**src/rtl/core_step_ctrl.sv**
```systemverilog
// ============================================================================
// core_step_ctrl : run/step/breakpoint/register-dump sequencer for the RV64 core
// Revision 1.0 - initial release
// ============================================================================
`timescale 1ns/1ps
`default_nettype none

module core_step_ctrl #(
    parameter int CNT_W     = 16,
    parameter int DUMP_WAIT = 2
) (
    input  logic             clk,
    input  logic             aresetn,
    input  logic             cmd_valid,
    output logic             cmd_ready,
    input  logic [1:0]       cmd_op,
    input  logic [CNT_W-1:0] cmd_arg,
    input  logic             bp_en,
    input  logic [63:0]      bp_pc,
    input  logic [63:0]      core_pc,
    output logic             core_run,
    output logic             core_step,
    output logic [4:0]       debug_reg_addr,
    input  logic [63:0]      debug_reg_data,
    output logic             dump_valid,
    output logic [4:0]       dump_idx,
    output logic [63:0]      dump_data,
    output logic             busy,
    output logic             halted_on_bp,
    output logic [CNT_W-1:0] retired_cnt
);

    localparam int         W_W       = (DUMP_WAIT < 1) ? 1 : $clog2(DUMP_WAIT + 1);
    localparam logic [1:0] c_OP_HALT = 2'd0;
    localparam logic [1:0] c_OP_RUN  = 2'd1;
    localparam logic [1:0] c_OP_STEP = 2'd2;
    localparam logic [1:0] c_OP_DUMP = 2'd3;

    typedef enum logic [1:0] {
        S_IDLE = 2'd0,
        S_RUN  = 2'd1,
        S_STEP = 2'd2,
        S_DUMP = 2'd3
    } state_t;

    state_t             state_q, state_d;
    logic               first_q, first_d;
    logic [CNT_W-1:0]   rem_q, rem_d;
    logic [4:0]         idx_q, idx_d;
    logic [W_W-1:0]     w_q, w_d;
    logic               halted_q, halted_d;
    logic [CNT_W-1:0]   retired_q, retired_d;
    logic               dv_q, dv_d;
    logic [4:0]         didx_q, didx_d;
    logic [63:0]        ddata_q, ddata_d;

    logic w_cmd_ready;
    logic w_accept;
    logic w_bp_hit;
    logic w_run;
    logic w_step;

    // first_q masks the breakpoint for one cycle so a resume from bp_pc can issue it
    assign w_bp_hit    = bp_en && (core_pc == bp_pc) && !first_q;
    assign w_cmd_ready = aresetn && ((state_q == S_IDLE) ||
                                     ((state_q == S_RUN) && (cmd_op == c_OP_HALT)));
    assign w_accept    = cmd_valid && w_cmd_ready;
    assign w_run       = (state_q == S_RUN) && !w_bp_hit && !w_accept;
    assign w_step      = (state_q == S_STEP) && !w_bp_hit;

    always_comb begin
        state_d   = state_q;
        first_d   = 1'b0;
        rem_d     = rem_q;
        idx_d     = idx_q;
        w_d       = w_q;
        halted_d  = halted_q;
        dv_d      = 1'b0;
        didx_d    = didx_q;
        ddata_d   = ddata_q;
        retired_d = retired_q + CNT_W'(w_run | w_step);

        if (w_accept) begin
            halted_d = 1'b0;
        end

        case (state_q)
            S_IDLE: begin
                if (w_accept) begin
                    case (cmd_op)
                        c_OP_RUN: begin
                            state_d = S_RUN;
                            first_d = 1'b1;
                        end
                        c_OP_STEP: begin
                            rem_d = cmd_arg;
                            if (cmd_arg != '0) begin
                                state_d = S_STEP;
                                first_d = 1'b1;
                            end
                        end
                        c_OP_DUMP: begin
                            idx_d   = 5'd0;
                            w_d     = '0;
                            state_d = S_DUMP;
                        end
                        default: ;
                    endcase
                end
            end
            S_RUN: begin
                if (w_accept) begin
                    state_d = S_IDLE;
                end else if (w_bp_hit) begin
                    halted_d = 1'b1;
                    state_d  = S_IDLE;
                end
            end
            S_STEP: begin
                if (w_bp_hit) begin
                    halted_d = 1'b1;
                    rem_d    = '0;
                    state_d  = S_IDLE;
                end else begin
                    rem_d = rem_q - CNT_W'(1);
                    if (rem_q == CNT_W'(1)) begin
                        state_d = S_IDLE;
                    end
                end
            end
            S_DUMP: begin
                // address has been stable for DUMP_WAIT cycles when w_q reaches the limit
                if (w_q == W_W'(DUMP_WAIT)) begin
                    dv_d    = 1'b1;
                    didx_d  = idx_q;
                    ddata_d = debug_reg_data;
                    idx_d   = idx_q + 5'd1;
                    w_d     = '0;
                    if (idx_q == 5'd31) begin
                        state_d = S_IDLE;
                    end
                end else begin
                    w_d = w_q + W_W'(1);
                end
            end
            default: state_d = S_IDLE;
        endcase
    end

    always_ff @(posedge clk or negedge aresetn) begin
        if (!aresetn) begin
            state_q   <= S_IDLE;
            first_q   <= 1'b0;
            rem_q     <= '0;
            idx_q     <= 5'd0;
            w_q       <= '0;
            halted_q  <= 1'b0;
            retired_q <= '0;
            dv_q      <= 1'b0;
            didx_q    <= 5'd0;
            ddata_q   <= 64'd0;
        end else begin
            state_q   <= state_d;
            first_q   <= first_d;
            rem_q     <= rem_d;
            idx_q     <= idx_d;
            w_q       <= w_d;
            halted_q  <= halted_d;
            retired_q <= retired_d;
            dv_q      <= dv_d;
            didx_q    <= didx_d;
            ddata_q   <= ddata_d;
        end
    end

    assign cmd_ready      = w_cmd_ready;
    assign core_run       = w_run;
    assign core_step      = w_step;
    assign debug_reg_addr = (state_q == S_DUMP) ? idx_q : 5'd0;
    assign dump_valid     = dv_q;
    assign dump_idx       = didx_q;
    assign dump_data      = ddata_q;
    assign busy           = (state_q != S_IDLE);
    assign halted_on_bp   = halted_q;
    assign retired_cnt    = retired_q;

endmodule

`default_nettype wire

```
**config.mk**
```make
export PLATFORM = sky130hd
export DESIGN_NAME = core_step_ctrl
export DESIGN_NICKNAME = d
export VERILOG_FILES = /design/src/rtl/core_step_ctrl.sv
export SDC_FILE = /design/constraint.sdc
export NUM_CORES = 1
export LEC_CHECK = 0
export ABC_AREA = 1
export BUFFER_PORTS_ARGS = -buffer_cell sky130_fd_sc_hd__clkbuf_2
export CAP_MARGIN = 20
export CELL_PAD_IN_SITES_DETAIL_PLACEMENT = 0
export CELL_PAD_IN_SITES_GLOBAL_PLACEMENT = 1
export CORE_MARGIN = 5
export CORE_UTILIZATION = 34
export CTS_CLUSTER_DIAMETER = 200
export CTS_CLUSTER_SIZE = 25
export DETAILED_ROUTE_END_ITERATION = 7
export HOLD_SLACK_MARGIN = 0.05
export PLACE_DENSITY = 0.83
export SLEW_MARGIN = 20
export SYNTH_ARGS = -nofsm -noshare
export SYNTH_HDL_FRONTEND = slang
export SYNTH_SLANG_ARGS = --single-unit
```
**constraint.sdc**
```tcl
create_clock -name clk -period 7.7 [get_ports clk]
set_input_delay 0.385 -clock clk [delete_from_list [all_inputs] [get_ports clk]]
set_output_delay 0.385 -clock clk [all_outputs]
set_load 0.02 [all_outputs]
```
==> summary.txt <==
Outcome
  • Outcome: completed

Cells and area
  • Most frequent cells in the layout: 361 x nand2_1, 308 x clkbuf_2, 114 x inv_1
  • P&R area growth vs syn: 36.7%
  • Nets: between 1k and 1.5k
  • Commonest non-fill, non-tap cell in the layout: nand2_1
  • Util after Layout: about 47%
  • Layout cells sized above 1: between 20 and 30%
  • ANT cells: 0

Job
  • Max_cap viols: 0

Floorplan
  • Rows: 50
  • Die height: ~150 um
  • Starting Density: about a third
  • CORE AREA: between 15000 and 20000 um^2
  • I/O Pins: slightly above 300
  • Die Span X: 147 um
  • DIE AREA: roughly 22000 um^2

Power and ir drop
  • P_int: about 1.4 mW
  • Seq pwr share: a little under two fifths
  • Pwr dens: between 200 and 250 nW/um^2
  • Final Power: about 2.1 mW
  • Clock share of power: a little over a third
  • P_sw: slightly above 0.7 mW
  • Sw frac: 33.9%
  • VDD IR-drop max: around 0.14 mV
  • Leak: ~5 nW
  • Combinational share of power: around 27%

Timing
  • Slew HR: ~37%
  • Unrepaired setup endpoints after global routing: no
  • Setup Viol. Count Final: 0
  • Final period utilization: approximately 43%
  • F_max: about 300 MHz
  • Total negative slack: 0 ns
  • Final Slew Violations: 0
  • Hold Vio Cnt, Final: 0
  • Worst Skew: about 0.0047 ns
  • Worst slew pin tran: 0.948 ns
  • Fin crit period: about 3.3 ns

Synthesis
  • Post-Syn Instances: about 900
  • Yosys Warn Count: 0
  • Synth area leaders: dfrtp_1 44%, nand2_1 21%, inv_1 6.8%
  • Synth cell types: 34
  • Number of synthesized register bits: around 110
  • Combinational family with the most area after synthesis: simple AND/OR/NAND/NOR gates
  • Xor-xnor portion of the synthesized cell area: just under 6%
  • Post-synthesis mux area share: 0%
  • Simple-gate share of the synthesized area: roughly 33%
  • Syn_nets: roughly 1.1k
  • Area share of fa/ha/maj cells after synthesis: around 3.1%
  • Sequential fraction of the synthesis area: about 44%
  • Post-synthesis compound-gate area fraction: under 10%
  • Area leader, netlist: dfrtp_1
  • Syn_area_per_cell: around 7.2 um^2
  • Yosys top cell area share: around 44%
  • Synthesized area: roughly 6400 um^2

CTS
  • Worst-path clk slew: roughly 0.060 ns
  • CTS Buf Count: 17
  • CTS Buffer Depth: 2
  • Clock Sinks: about 110
  • CTS tree: built
  • Root Driver: clkbuf_16
  • Post-CTS sizing: 0
  • Worst skew pair latency: 0.41 ns
  • H-tree depth: 4

Route
  • Met2 wire length: approximately 9700 um
  • Remaining DRCs: 0
  • Final ANT Viol Nets: 0
  • Routed met1 length: about 8700 um
  • Drt wl/cell: between 10 and 15 um
  • Vias per cell: ~4.3
  • Routed wl met3: 774 um
  • Highest routed layer: met4
  • Iter 0 DRT Violations: between 200 and 300
  • Vias: 6233
  • Pre-antenna DRT Iters: 5
  • Routed WL: 19400 um

Worst setup path
  • Critical path arrival: about 3.6 ns
  • Worst Setup Start Kind: input port
  • Kind of end point of the critical path: flop
  • CP Class: in -> reg
  • Crit Path Max Fanout: approximately 40
  • Critical Path RT: approximately 8 ns

Global routing
  • Vias in the first global route: ~6.0k
  • Antenna violations before repair: 0
  • Largest net degree at the start of global routing: 75
  • Gr ovfl total: 0
  • Total GRT Usage: 18.2%
  • First-pass GRT wire length: about 31000 um

Placement
  • # port buffers: a little over 300
  • Hpwl dp: 15500 um
  • RD Place Congestion: 0.938

Min path
  • Worst hold path type: in -> reg
## through the flow
step / area, um^2 / hold slack [ns] / setup slack, ns / std cells
2_1_floorplan: 6360 / 0.0894 / 4.60 / 890
3_3_place_gp: 8120 / 0.422 / 4.52 / 1414
3_5_place_dp: 8120 / 0.429 / 4.46 / 1414
4_1_cts: 8700 / 0.150 / 4.34 / 1447
5_1_grt: 8700 / 0.158 / 4.09 / 1447
6_report: 8700 / 0.170 / 4.38 / 1447
## flip-flops by register name (all words and copies together), names as in the netlist
signal	flops
state_q	2
first_q	1
rem_q	16
dump_idx	5
halted_on_bp	1
idx_q	5
dump_data	64
w_q	2
dump_valid	1
retired_cnt	16
## synth_stat cells
| cell | n |
|---|---|
| nand2_1 | 361 |
| clkbuf_1 | 13 |
| and2_4 | 1 |
| nand3b_1 | 1 |
| ha_1 | 16 |
| dfrtp_1 | 113 |
| inv_2 | 3 |
| buf_4 | 1 |
| a22oi_1 | 1 |
| xor2_1 | 17 |
| and3_1 | 1 |
| nor3b_2 | 1 |
| nand4_1 | 15 |
| nor4_1 | 2 |
| or2_2 | 6 |
| a21oi_1 | 36 |
| nor2_2 | 1 |
| nor2_1 | 103 |
| nand3_1 | 18 |
| nor3_2 | 2 |
| nor3_1 | 5 |
| inv_1 | 115 |
| and2_2 | 1 |
| a22oi_4 | 1 |
| o22ai_2 | 1 |
| xnor2_1 | 25 |
| o32ai_1 | 1 |
| a31oi_1 | 1 |
| buf_6 | 3 |
| buf_2 | 2 |
| a21boi_2 | 1 |
| o21ai_0 | 17 |
| or2_0 | 2 |
| buf_1 | 3 |
## cells by family (layout without fill, tap and decap cells)
family	Yosys count	after routing
xor gates and xnor gates	42	42
DFF	113	113
buffers and inverters	140	463
AOI/OAI and AO/OA	59	59
and+or+nand+nor	520	520
adders and majority gates	16	16
## power groups by stage
stage          Clock (mW)  Combinational [mW]  Sequential (mW)
6_report            0.744               0.568            0.787
5_1_grt             0.791               0.653            0.806
4_1_cts             0.763               0.575            0.787
3_5_place_dp            0               0.570            0.798
3_3_place_gp            0               0.564            0.794
2_1_floorplan           0               0.334            0.826
## critical path: stages
cell,delay (ns)
dlygate4sd3_1,0.55
buf_4,0.31
a21boi_2,0.25
and2_4,0.14
inv_1,0.07
nand2_1,0.05
inv_1,0.06
nand2_1,0.12
inv_1,0.10
nor2_1,0.04
inv_1,0.07
ha_1,0.15
ha_1,0.17
nand3_1,0.10
nor2_1,0.10
nand2_1,0.09
nor3b_2,0.22
nand3_1,0.15
nor2_1,0.20
nand3_1,0.12
xnor2_1,0.14
## timing repair
action	4_1_cts	5_1_grt
hold endpoints to repair	39	0
hold buffers	1	0
buffers inserted	0	0
## worst paths after layout
check | start | end | slack, ns | cells past startpoint
worst max register to register | state_q[0] | retired_cnt[14] | 4.47 | 22
max in group asynchronous | aresetn | dump_data[23] | 5.80 | 3
worst min register to register | dump_data[59] | dump_data[59] | 0.47 | 2
worst min-delay path | debug_reg_data[52] | dump_data[52] | 0.17 | 3
worst max-delay path | aresetn | retired_cnt[14] | 4.38 | 21
min in group asynchronous | aresetn | dump_idx[3] | 0.53 | 2
## layer usage
metal | GRT usage (%) | vias up
met5 | 0 | -
met4 | 4.66 | 0
met3 | 4.10 | 19
met2 | 30.8 | 125
met1 | 23.5 | 2766
li1 | - | 3323
## area by class of cell
cell class	count	area, um^2
repair buffers	313	1580
clock inverters	10	83.8
flip-flops and latches	113	2830
multi-input cells	637	2990
well taps	234	293
fillers	1972	9880
clock buffers	22	484
inverters	118	443
(Power assumes the default switching activity.)
